<file path="config.mk">
export PLATFORM = sky130hd
export DESIGN_NAME = fetch_prefetch
export DESIGN_NICKNAME = d
export VERILOG_FILES = /design/src/rtl/fetch_pkg.sv /design/src/rtl/prefetch_fifo.sv /design/src/rtl/fetch_prefetch.sv
export SDC_FILE = /design/constraint.sdc
export NUM_CORES = 1
export LEC_CHECK = 0
export ABC_AREA = 1
export CAP_MARGIN = 20
export CORE_MARGIN = 5
export CORE_UTILIZATION = 40
export CTS_CLUSTER_DIAMETER = 200
export DETAILED_ROUTE_END_ITERATION = 7
export PLACE_DENSITY = 0.72
export SLEW_MARGIN = 20
export SYNTH_ARGS = -nofsm -noshare
export SYNTH_HDL_FRONTEND = slang
export SYNTH_SLANG_ARGS = --single-unit
</file>
<file path="constraint.sdc">
create_clock -name clk -period 6.4 [get_ports clk]
set_input_delay 0.64 -clock clk [delete_from_list [all_inputs] [get_ports clk]]
set_output_delay 0.64 -clock clk [all_outputs]
set_load 0.005 [all_outputs]
</file>
<file path="src/rtl/fetch_pkg.sv">
// Shared types for the fetch stage: default address map, fetch-entry layout and FSM encoding.
package fetch_pkg;

    localparam logic [31:0] FETCH_IM_BASE = 32'h0000_3000;
    localparam logic [31:0] FETCH_EXC_VEC = 32'h0000_4180;

    typedef struct packed {
        logic [31:0] pc;
        logic [31:0] instr;
        logic        exc;
    } fetch_entry_t;

    localparam int FETCH_ENTRY_W = $bits(fetch_entry_t);

    typedef enum logic {
        RUN  = 1'b0,
        HALT = 1'b1
    } fetch_state_e;

endpackage

</file>
<file path="src/rtl/prefetch_fifo.sv">
// Power-of-two circular queue with synchronous reset/flush; head is zero whenever the queue is empty.
module prefetch_fifo #(
    parameter int DEPTH = 4,
    parameter int WIDTH = 65
) (
    input  logic                         clk,
    input  logic                         reset,
    input  logic                         flush,
    input  logic                         push,
    input  logic                         pop,
    input  logic [WIDTH-1:0]             wdata,
    output logic [WIDTH-1:0]             head,
    output logic                         valid,
    output logic [$clog2(DEPTH+1)-1:0]   count
);

    localparam int AW = $clog2(DEPTH);
    localparam int CW = $clog2(DEPTH + 1);

    logic [WIDTH-1:0] mem_q [DEPTH];
    logic [AW-1:0]    rd_q, rd_d;
    logic [AW-1:0]    wr_q, wr_d;
    logic [CW-1:0]    cnt_q, cnt_d;

    always_comb begin
        rd_d  = rd_q;
        wr_d  = wr_q;
        cnt_d = cnt_q;
        if (flush) begin
            rd_d  = '0;
            wr_d  = '0;
            cnt_d = '0;
        end else begin
            if (push) wr_d = wr_q + 1'b1;
            if (pop)  rd_d = rd_q + 1'b1;
            // Simultaneous push and pop leaves occupancy unchanged, even when full.
            if (push & ~pop)      cnt_d = cnt_q + 1'b1;
            else if (pop & ~push) cnt_d = cnt_q - 1'b1;
        end
    end

    always_ff @(posedge clk) begin
        if (reset) begin
            rd_q  <= '0;
            wr_q  <= '0;
            cnt_q <= '0;
        end else begin
            rd_q  <= rd_d;
            wr_q  <= wr_d;
            cnt_q <= cnt_d;
        end
    end

    always_ff @(posedge clk) begin
        if (push & ~flush & ~reset) mem_q[wr_q] <= wdata;
    end

    assign valid = (cnt_q != '0);
    assign head  = valid ? mem_q[rd_q] : '0;
    assign count = cnt_q;

endmodule

</file>
<file path="src/rtl/fetch_prefetch.sv">
// Instruction fetch stage: PC, IM read, fault tagging and RUN/HALT control in front of a prefetch queue.
// Optional FETCH_BYPASS_EN presents an empty-queue fetch on the head outputs in the same cycle.
module fetch_prefetch
    import fetch_pkg::*;
#(
    parameter int          DEPTH   = 4,
    parameter int          IM_AW   = 12,
    parameter logic [31:0] IM_BASE = FETCH_IM_BASE,
    parameter logic [31:0] EXC_VEC = FETCH_EXC_VEC
) (
    input  logic                         clk,
    input  logic                         reset,
    input  logic                         redirect_valid,
    input  logic [31:0]                  redirect_pc,
    input  logic                         int_req,
    input  logic                         stall_d,
    output logic [IM_AW-1:0]             im_addr,
    input  logic [31:0]                  im_data,
    output logic                         valid_d,
    output logic [31:0]                  instr_d,
    output logic [31:0]                  pc_d,
    output logic [31:0]                  pcadd4_d,
    output logic                         exc_d,
    output logic [$clog2(DEPTH+1)-1:0]   count
);

    localparam int          CW      = $clog2(DEPTH + 1);
    localparam logic [CW-1:0] FULL  = CW'(DEPTH);
    localparam logic [32:0] IM_SPAN = 33'd4 << IM_AW;

    fetch_state_e  state_q, state_d;
    logic [31:0]   fpc_q, fpc_d;
    logic [31:0]   fpc_off;
    logic          fault;
    logic          flush;
    logic          fifo_valid;
    logic          bypass;
    logic          bypass_take;
    logic          pop;
    logic          fetch_ok;
    logic          fifo_push;
    logic          fifo_pop;
    fetch_entry_t  fetch_entry;
    fetch_entry_t  fifo_head;
    fetch_entry_t  head;

    assign fpc_off = fpc_q - IM_BASE;
    assign im_addr = fpc_off[IM_AW+1:2];
    assign fault   = (|fpc_q[1:0]) | (fpc_q < IM_BASE) | ({1'b0, fpc_off} >= IM_SPAN);

    // A faulting fetch carries a nop so decode never sees out-of-range IM data.
    assign fetch_entry = '{pc: fpc_q, instr: (fault ? 32'h0 : im_data), exc: fault};

    assign flush = int_req | redirect_valid;

`ifdef FETCH_BYPASS_EN
    assign bypass = ~reset & ~fifo_valid & (state_q == RUN) & ~flush;
`else
    assign bypass = 1'b0;
`endif

    assign valid_d     = fifo_valid | bypass;
    assign head        = fifo_valid ? fifo_head : (bypass ? fetch_entry : '0);
    assign pop         = valid_d & ~stall_d;
    assign bypass_take = bypass & ~stall_d;
    assign fetch_ok    = (state_q == RUN) & ~flush & ((count < FULL) | pop);
    assign fifo_push   = fetch_ok & ~bypass_take;
    assign fifo_pop    = pop & fifo_valid & ~flush;

    always_comb begin
        state_d = state_q;
        fpc_d   = fpc_q;
        if (int_req) begin
            state_d = RUN;
            fpc_d   = EXC_VEC;
        end else if (redirect_valid) begin
            state_d = RUN;
            fpc_d   = redirect_pc;
        end else if (fetch_ok) begin
            // A fault parks the PC on the bad address until a redirect or interrupt.
            if (fault) state_d = HALT;
            else       fpc_d   = fpc_q + 32'd4;
        end
    end

    always_ff @(posedge clk) begin
        if (reset) begin
            state_q <= RUN;
            fpc_q   <= IM_BASE;
        end else begin
            state_q <= state_d;
            fpc_q   <= fpc_d;
        end
    end

    prefetch_fifo #(
        .DEPTH (DEPTH),
        .WIDTH (FETCH_ENTRY_W)
    ) u_fifo (
        .clk   (clk),
        .reset (reset),
        .flush (flush),
        .push  (fifo_push),
        .pop   (fifo_pop),
        .wdata (fetch_entry),
        .head  (fifo_head),
        .valid (fifo_valid),
        .count (count)
    );

    assign pc_d     = head.pc;
    assign instr_d  = head.instr;
    assign exc_d    = head.exc;
    assign pcadd4_d = valid_d ? head.pc + 32'd4 : 32'h0;

endmodule
</file>
==> impl_metrics.py, run 1 <==
metrics = {
    "run_status": {
        "status": "completed",
    },
    "timing": {
        "setup-tns-final_ns": 0,
        "min_period_ns": 5.238,
        "rsz0062_at_grt": "false",
        "tightest_slew_ns": 1.071,
        "slew_headroom_pct": 28.57,
        "setup_viol": 0,
        "setup_ws_ns": 1.162,
        "fin_skew_ns": 0.01796,
        "max_freq_ghz": 0.1909,
        "hold_viol_final": 0,
        "drv_slew": 0,
        "min_period_over_period_pct": 81.84,
        "whs_ns": 0.4879,
    },
    "cells_and_area": {
        "final_nets": 1669,
        "n_antenna_cell": 0,
        "drive_gt1_share_pct": 7.502,
        "finalInstanceArea_um2": 17200,
        "final_util_pct": 49.80,
        "final_cell_mix": "277 x nand2_1, 269 x nor2_1, 260 x edfxtp_1",
        "final_common_cell": "nand2_1",
        "syn2layout_area_growth_pct": 22.94,
        "layoutNonFillerInstCount": 2068,
    },
    "worst_setup_path": {
        "reg2reg_depth": 6,
        "crit_arrival_ns": 4.60,
        "critPathKind": "flop to output port",
        "cpMaxStageDelayCell": "buf_4",
        "cp-start-kind": "flop",
        "max_stage_delay_ns": 0.80,
        "worstPathCellList": "clkinv_2 -> buf_4 -> nand2_1 -> nand3_1 -> nand2_1 -> nor2_2 -> ha_1 -> nand2_2 -> nor2_4 -> nand2_1 -> nor2_1 -> nand3_1 -> xor2_1 -> inv_1 -> clkdlybuf4s50_1",
        "cp_data_required_time_ns": 5.76,
        "crit_top_cell": "nand2_1",
        "reg2reg_slack_ns": 3.47,
        "reg2reg_to": "u_fifo.mem_q[3][41]",
        "endpoint_kind": "output port",
        "r2r-start": "u_fifo.count[2]",
        "crit_fanout": 106,
    },
    "min_path": {
        "hold_start": "state_q",
        "min_to": "state_q",
        "hold_path_class": "flop to flop",
        "whs_path_depth": 2,
    },
    "die": {
        "dieArea_um2": 38820,
        "std_cell_rows": 68,
        "start_util_pct": 40.51,
        "die_w_um": 197.0,
        "core-area_um2": 34540,
        "fp.dieH_um": 197.0,
        "io_pins": 182,
    },
    "route": {
        "drcViolationCount": 0,
        "dr_total_vias": 10550,
        "ant_nets": 0,
        "wire_per_inst_um": 17.13,
        "drt-total-wl_um": 35420,
        "avgViaCountPerCell": 5.100,
        "drt_pass1_iterations": 5,
        "first_iter_violations": 811,
    },
    "clock_tree": {
        "cts_tree": "yes",
        "cts_root_buf": "clkbuf_16",
        "clockBufferDepth": 3,
        "clk_latency_ns": 0.57,
        "cts_setup_buffers": 0,
        "cts.clk_slew.worst_paths_ns": 0.07,
        "ctsHoldBuffers": 0,
        "cts_resized": 0,
        "cts_made_buffers": 31,
        "cts.sinks": 302,
        "cts-htree-levels": 1,
    },
    "power_and_ir_drop": {
        "ir_drop_v": 0.0001982,
        "power.total_mw": 4.293,
        "p_leak_nw": 6.470,
        "p_per_area_nw_per_um2": 249.6,
    },
    "place": {
        "dpl.hpwl_um": 22770,
        "placed_cells": 2010,
        "port-buffer-count": 181,
        "pre_cts_slack_ns": 1.807,
        "place.gp.congestion": 0.8864,
        "place_area_um2": 16100,
    },
    "synthesis": {
        "netlist_instances": 1440,
        "avgSynthCellArea_um2": 9.717,
        "synth_seq_cells": 302,
        "yosys_most_used_dff": "edfxtp_1",
        "synth_edf_count": 260,
        "synth_top_area_share_pct": 55.80,
        "ys_types": 39,
        "synth.top_cells.by_area": "edfxtp_1 56%, nand2_1 7.4%, nor2_1 7.3%, dfxtp_1 6.0%, nand3_1 4.3%",
        "syn_area_um2": 13990,
        "yosysWarnings": 0,
        "ys_seq_area_share_pct": 61.81,
        "async_flop_share_pct": 0,
        "syn-num-nets": 1520,
        "synth_area_leader_cell": "edfxtp_1",
    },
    "grt": {
        "grt_max_degree": 107,
        "grt_pass1_vias": 10200,
        "track_usage_pct": 17.71,
        "antenna_found_initial": 0,
        "grt.overflow.total": 0,
        "grt_pass1_wl_um": 55660,
    },
    "flow_run": {
        "cap_violations": 0,
    },
}
how the worst max path moves through the flow:
stage / start / end / slack (ns) / depth (start not counted)
floorplan: int_req / u_fifo.mem_q[0][0] / 1.62 / 6
global placement: flop / pcadd4_d[28] / 1.98 / 15
detailed placement: flop / pcadd4_d[28] / 1.81 / 15
CTS: flop / pcadd4_d[28] / 1.21 / 15
global route: flop / pcadd4_d[28] / 0.83 / 15
finish: flop / pcadd4_d[28] / 1.16 / 15
Yosys cell counts (all sizes together) (2+ instances only):
library cell	count
clkbuf	23
mux2i	2
ha	10
nand3	125
nor2	295
xor2	33
a211oi	3
nand2	280
dfxtp	42
nor3	20
a21oi	66
edfxtp	260
nor3b	4
nand4	9
a21boi	3
inv	112
xnor2	5
o21ai	85
buf	55
power breakdown:
group	switching [mW]	total [mW]	leakage [nW]	internal, mW
clock	0.718	1.86	0.523	1.14
combinational	0.141	0.260	3.22	0.118
sequential	0.0279	2.17	2.72	2.14
layer usage:
layer  share of wire, %  GRT usage (%)  vias up  wire (um)
met4                3.2          5.470        0       1120
met5                  0              0        -          0
li1                   -              -     5101          -
met3                6.8          2.524       68       2399
met1                 42          24.20     4985      14900
met2                 48          29.51      393      17000
layout make-up:
| type | instances | area [um^2] |
|---|---|---|
| Sequential cell | 302 | 8653 |
| Multi-Input combinational cell | 947 | 4549 |
| Inverter | 113 | 425.4 |
| Clock buffer | 44 | 864.6 |
| Tap cell | 455 | 569.3 |
| Timing Repair Buffer | 194 | 1929 |
| Fill cell | 3075 | 17340 |
| Clock inverter | 13 | 210.2 |
kinds of logic (layout without fill, tap and decap cells):
family,count (synthesis),in the layout,synth area share (%)
flops,302,302,61.81
fa+ha+maj,11,11,1.037
simple gates,735,735,22.56
compound gates,161,161,6.108
xor+xnor,38,38,2.379
buf+inv,191,364,5.964
mux,2,2,0.1431
sequential cells by signal, summed over array words and instances, names as in the netlist, named ones only:
name,count
state_q,1
fpc_q,30
u_fifo.count,3
u_fifo.wr_q,2
u_fifo.mem_q,260
u_fifo.rd_q,2
critical path, delay by kind of cell, from the launching register on:
kind	cells	cell delay, ns
buffers and inverters	4	1.69
AND/OR/NAND/NOR	9	1.30
flip-flops	1	0.50
adder cells (fa/ha/maj)	1	0.25
XOR/XNOR	1	0.15
No activity file was read; power rests on OpenSTA's default activity.
==> inputs of run 2 (changes only) <==
--- a/config.mk
+++ b/config.mk
@@ -11,7 +11,7 @@
 export CORE_UTILIZATION = 40
 export CTS_CLUSTER_DIAMETER = 200
 export DETAILED_ROUTE_END_ITERATION = 7
-export PLACE_DENSITY = 0.72
+export PLACE_DENSITY = 0.74
 export SLEW_MARGIN = 20
 export SYNTH_ARGS = -nofsm -noshare
 export SYNTH_HDL_FRONTEND = slang
==> constraint.sdc (replaced) <==
create_clock -name clk -period 4.5 [get_ports clk]
set_input_delay 0.45 -clock clk [delete_from_list [all_inputs] [get_ports clk]]
set_output_delay 0.45 -clock clk [all_outputs]
set_load 0.005 [all_outputs]
==> run 2 against run 1 <==
Compared with the run above: via count increased by 1.8%; cell area increased by 1.1%; critical endpoint unchanged; power increased by 44%; global-route usage increased by 1.0 points; clock skew decreased by 0.00097 ns; combinational power increased by 46%; highest routed layer unchanged; critical path depth decreased by 1; core utilization increased by 0.53 points; clock power increased by 46%; register-to-register slack got worse by 1.8 ns.
==> impl_metrics.py, run 2 (synthesis gave the netlist of run 1 again) <==
metrics = {
    "grt": {
        "grt.overflow.total": 0,
        "top_usage_layer": "met2",
        "grt_use_met2_pct": 31.03,
        "grt_pass1_wl_um": 58300,
        "use_met1_pct": 25.49,
        "grt_max_degree": 131,
        "track_usage_pct": 18.76,
        "gr-usage-met3_pct": 3.684,
        "grt_pass1_vias": 10540,
        "antenna_found_initial": 0,
    },
    "place": {
        "pre_cts_slack_ns": 0.9317,
        "place_area_um2": 16280,
        "dpl.hpwl_um": 25210,
        "placed_cells": 2021,
        "port-buffer-count": 181,
        "place.gp.congestion": 0.9679,
    },
    "worst_setup_path": {
        "cp_data_required_time_ns": 4.05,
        "cp-start-kind": "flop",
        "max_stage_delay_ns": 0.51,
        "crit_arrival_ns": 3.69,
        "cpMaxStageDelayCell": "clkdlybuf4s50_1",
        "crit_buf_inv": 3,
        "worstPathCellList": "buf_12 -> nand2_1 -> nand3_1 -> nand2_1 -> nor2_2 -> ha_1 -> nand2_2 -> nor2_4 -> nand2_1 -> nor2_1 -> nand3_1 -> xor2_1 -> inv_1 -> clkdlybuf4s50_1",
        "crit_top_cell": "nand2_1",
        "critPathKind": "flop to output port",
        "path_delay_family": "simple AND/OR/NAND/NOR gates",
        "reg2reg_slack_ns": 1.70,
        "endpoint_kind": "output port",
        "crit_fanout": 130,
    },
    "die": {
        "std_cell_rows": 68,
        "io_pins": 182,
        "fp.dieH_um": 197.0,
        "dieArea_um2": 38820,
        "start_util_pct": 40.51,
        "core-area_um2": 34540,
        "die_w_um": 197.0,
    },
    "cells_and_area": {
        "drive_gt1_share_pct": 8.441,
        "finalInstanceArea_um2": 17390,
        "ff_latch_area_um2": 8653,
        "final_cell_mix": "277 x nand2_1, 269 x nor2_1, 260 x edfxtp_1",
        "n_antenna_cell": 0,
        "multi_input_area_um2": 4544,
        "final_util_pct": 50.33,
        "nFillCells": 3040,
        "final_common_cell": "nand2_1",
        "top_register": "u_fifo.mem_q",
        "syn2layout_area_growth_pct": 24.25,
        "final_nets": 1679,
        "layoutNonFillerInstCount": 2078,
        "largest_reg_flops": 260,
    },
    "run_status": {
        "status": "completed",
    },
    "timing": {
        "setup_ws_ns": 0.3590,
        "max_freq_ghz": 0.2415,
        "hold_viol_final": 0,
        "drv_slew": 0,
        "min_period_ns": 4.141,
        "fin_skew_ns": 0.01699,
        "slew_headroom_pct": 48.54,
        "rsz0062_at_grt": "false",
        "min_period_over_period_pct": 92.02,
        "tightest_slew_ns": 0.7710,
        "setup_viol": 0,
    },
    "clock_tree": {
        "cts_root_buf": "clkbuf_16",
        "cts_setup_buffers": 0,
        "clockBufferDepth": 3,
        "cts.sinks": 302,
        "cts.clk_slew.worst_paths_ns": 0.06,
        "cts_tree": "yes",
        "clk_latency_ns": 0.55,
        "ctsHoldBuffers": 0,
        "cts_made_buffers": 31,
        "cts_resized": 0,
        "cts-htree-levels": 1,
    },
    "min_path": {
        "hold_path_class": "primary input to flop",
    },
    "route": {
        "ant_nets": 0,
        "drcViolationCount": 0,
        "drt-total-wl_um": 37550,
        "dr_total_vias": 10740,
        "wire_per_inst_um": 18.07,
        "drt_pass1_iterations": 5,
        "first_iter_violations": 794,
        "avgViaCountPerCell": 5.168,
    },
    "power_and_ir_drop": {
        "power.total_mw": 6.186,
        "ir_drop_v": 0.0002761,
        "p_leak_nw": 6.552,
        "p_per_area_nw_per_um2": 355.8,
    },
    "flow_run": {
        "cap_violations": 0,
    },
}
[run 2: cell count changes in the layout (fill, tap and decap cells not counted), moves of 3 or more]
cell | previous run | this run
buf_12 | 0 | 8
clkbuf_1 | 9 | 3
inv_6 | 0 | 4
buf_4 | 12 | 15
clkbuf_8 | 4 | 7
[run 2: area by class of cell]
cell class	instances	share of cell area (%)
tap	455	3.275
clock inverter	16	1.295
clock buffer	41	5.081
timing repair buffer	204	11.99
inverter	113	2.447
sequential	302	49.77
multi-input combinational	947	26.14
[run 2: path summary, 6_finish.rpt]
path                  start              to  depth (start not counted)
max reg2reg       fpc_q[12]        fpc_q[4]                         13
min reg2reg  u_fifo.wr_q[0]  u_fifo.wr_q[0]                          2
min          redirect_pc[1]            flop                          3
max                    flop    pcadd4_d[28]                         14
[run 2: worst min-delay path: stages]
cell             delay, ns
clkdlybuf4s50_1       0.40
nand2_1               0.06
a21oi_1               0.05
[run 2: report_power, final]
group | internal (mW) | switching [mW] | total [mW]
Combinational | 0.172 | 0.208 | 0.380
Clock | 1.67 | 1.05 | 2.72
Sequential | 3.05 | 0.0417 | 3.09
Total | 4.89 | 1.30 | 6.19
[run 2: metal layers]
metal | wire (um) | up-vias | share of wire [%]
met5 | 0 | - | 0
met4 | 797 | 0 | 2.1
met3 | 3239 | 67 | 8.6
met2 | 17840 | 466 | 48
met1 | 15670 | 5102 | 42
li1 | - | 5104 | -
[run 2: per-stage QoR]
| step | setup TNS (ns) | hold slack (ns) |
|---|---|---|
| after floorplan | -23.76 | 0.4375 |
| after global placement | 0 | 0.4490 |
| after detailed placement | 0 | 0.4970 |
| after CTS | 0 | 0.4452 |
| after global routing | 0 | 0.4472 |
| final | 0 | 0.4575 |
==> inputs of run 3 (changes only) <==
--- a/config.mk
+++ b/config.mk
@@ -7,7 +7,6 @@
 export LEC_CHECK = 0
 export ABC_AREA = 1
 export CAP_MARGIN = 20
-export CORE_MARGIN = 5
 export CORE_UTILIZATION = 40
 export CTS_CLUSTER_DIAMETER = 200
 export DETAILED_ROUTE_END_ITERATION = 7
==> constraint.sdc (replaced) <==
create_clock -name clk -period 3.6 [get_ports clk]
set_input_delay 0.36 -clock clk [delete_from_list [all_inputs] [get_ports clk]]
set_output_delay 0.36 -clock clk [all_outputs]
set_load 0.005 [all_outputs]
==> run 3 against run 2 <==
Compared with the run above: clock power rose by 21%; worst hold slack got worse by 0.053 ns; cell count rose by 1.1%; cell area rose by 1.1%; worst setup slack got worse by 0.31 ns; wire length fell by 0.45%; sequential share of layout area fell by 0.51 points; power rose by 23%; first-iteration DRC count rose by 17%; critical endpoint is now pcadd4_d[27]; largest cell class unchanged; largest power group unchanged; highest routed layer unchanged.
==> impl_metrics.py, run 3 (synthesis gave the netlist of run 1 again) <==
metrics = {
    "route": {
        "drt_pass1_iterations": 5,
        "avgViaCountPerCell": 5.142,
        "dr_total_vias": 10800,
        "wire_per_inst_um": 17.79,
        "drt-total-wl_um": 37380,
        "dr.max_layer_used": "met4",
        "wl_met2_um": 17640,
        "met1_length_um": 15870,
        "first_iter_violations": 928,
        "met3_length_um": 2971,
        "ant_nets": 0,
        "drcViolationCount": 0,
    },
    "worst_setup_path": {
        "cp-start-kind": "flop",
        "crit_fanout": 11,
        "critPathKind": "flop to output port",
        "cp_data_required_time_ns": 3.24,
        "reg2reg_to": "fpc_q[11]",
        "reg2reg_depth": 13,
        "r2r-start": "fpc_q[12]",
        "reg2reg_slack_ns": 0.82,
        "crit_arrival_ns": 3.19,
        "endpoint_kind": "output port",
    },
    "flow_run": {
        "cap_violations": 0,
    },
    "clock_tree": {
        "clk_latency_ns": 0.52,
        "cts_root_buf": "clkbuf_16",
        "cts.clk_slew.worst_paths_ns": 0.06,
        "clockBufferDepth": 3,
        "cts.sinks": 302,
        "cts_tree": "yes",
        "cts-htree-levels": 2,
        "cts_made_buffers": 34,
    },
    "cells_and_area": {
        "drive_gt1_share_pct": 10.09,
        "n_antenna_cell": 0,
        "layoutNonFillerInstCount": 2101,
        "final_nets": 1700,
        "syn2layout_area_growth_pct": 25.57,
        "final_cell_mix": "277 x nand2_1, 263 x nor2_1, 260 x edfxtp_1",
        "top_register": "u_fifo.mem_q",
        "final_common_cell": "nand2_1",
        "largest_reg_flops": 260,
        "nFillCells": 3037,
    },
    "power_and_ir_drop": {
        "ir_drop_v": 0.0003481,
        "p_leak_nw": 6.675,
        "p_per_area_nw_per_um2": 434.0,
    },
    "min_path": {
        "hold_start": "redirect_pc[23]",
        "hold_path_class": "primary input to flop",
        "min_to": "fpc_q[23]",
        "whs_path_depth": 3,
    },
    "timing": {
        "rsz0062_at_grt": "true",
        "drv_slew": 0,
        "min_period_over_period_pct": 98.56,
        "tightest_slew_ns": 0.8211,
        "hold_viol_final": 0,
        "max_freq_ghz": 0.2818,
        "fin_skew_ns": 0.02631,
        "min_period_ns": 3.548,
        "setup-tns-final_ns": 0,
        "slew_headroom_pct": 45.20,
        "setup_viol": 0,
        "setup_ws_ns": 0.05173,
    },
    "grt": {
        "antenna_found_initial": 0,
        "grt_max_degree": 69,
        "track_usage_pct": 20.45,
        "grt_pass1_wl_um": 56310,
        "grt_pass1_vias": 10280,
        "grt.overflow.total": 0,
    },
    "die": {
        "dieArea_um2": 35730,
        "core-area_um2": 34460,
        "start_util_pct": 40.61,
        "fp.dieH_um": 189.0,
        "std_cell_rows": 68,
        "io_pins": 182,
        "die_w_um": 189.0,
    },
    "place": {
        "pre_cts_slack_ns": 0.4449,
        "placed_cells": 2035,
        "place.gp.congestion": 0.9381,
        "dpl.hpwl_um": 24540,
        "port-buffer-count": 181,
    },
    "run_status": {
        "status": "completed",
    },
}
==> run 3: cell types whose count changed in the layout (fill, tap and decap cells not counted), moves of 3 or more <==
cell / previous run / this run
buf_4: 15 / 27
buf_12: 8 / 5
clkbuf_8: 7 / 1
nor2_2: 17 / 21
clkbuf_16: 31 / 36
clkinv_2: 6 / 10
nor2_1: 269 / 263
clkinv_1: 1 / 8
buf_6: 0 / 4
bufinv_16: 5 / 2
==> run 3: worst max-delay path by stage <==
stage	to	slack, ns	start	cells past startpoint
2_1_floorplan	u_fifo.mem_q[0][0]	-0.90	int_req	6
3_3_place_gp	pcadd4_d[29]	0.50	flop	12
3_5_place_dp	u_fifo.mem_q[0][16]	0.44	int_req	8
4_1_cts	pcadd4_d[27]	0.003	flop	12
5_1_grt	pcadd4_d[29]	-0.05	u_fifo.count[2]	11
6_report	pcadd4_d[27]	0.05	u_fifo.count[2]	11
==> run 3: timing repair <==
item                       in CTS  in global routing
pin swaps                       0                  3
hold buffers                    0                  0
setup endpoints to repair       2                 16
gates resized for setup         2                 25
cloned                          0                  2
buffers inserted                0                  2
==> run 3: report_power, final <==
part / internal, mW / switching [mW] / total (mW)
combinational: 0.219 / 0.255 / 0.474
clock: 1.91 / 1.38 / 3.29
sequential: 3.81 / 0.0511 / 3.86
total: 5.94 / 1.68 / 7.63
==> run 3: through the flow <==
step	total power [mW]	util, %	cell area [um^2]	hold slack, ns
6_report	7.626	50.99	17570	0.4045
3_3_place_gp	4.395	47.43	16340	0.4513
2_1_floorplan	4.166	-	13990	0.4375
4_1_cts	7.658	50.58	17430	0.3951
5_1_grt	7.857	50.99	17570	0.4257
3_5_place_dp	4.403	47.43	16340	0.4695
==> run 3: per-layer routing <==
layer / vias to the layer above / track usage, %
met3: 55 / 3.633
li1: 5153 / -
met5: - / 0
met4: 0 / 5.986
met1: 5146 / 27.15
met2: 449 / 34.18
==> run 3: layout make-up <==
class	count	area, um^2	share of cell area [%]
repair buffers	222	2245	12.78
inverters	113	432.9	2.464
flip-flops and latches	302	8656	49.27
well taps	455	569.3	3.240
clock inverters	26	206.4	1.175
clock buffers	36	868.3	4.942
multi-input cells	947	4592	26.14
==> run 3: critical path, stage by stage, from the launching register on <==
cell             delay, ns
dfxtp_1               0.42
nor3_2                0.07
buf_4                 0.20
clkinv_2              0.19
nand3_2               0.21
nor2_2                0.19
nand2_1               0.07
nor2_1                0.16
nand2_1               0.14
nor2_1                0.16
xor2_1                0.30
clkdlybuf4s50_1       0.57
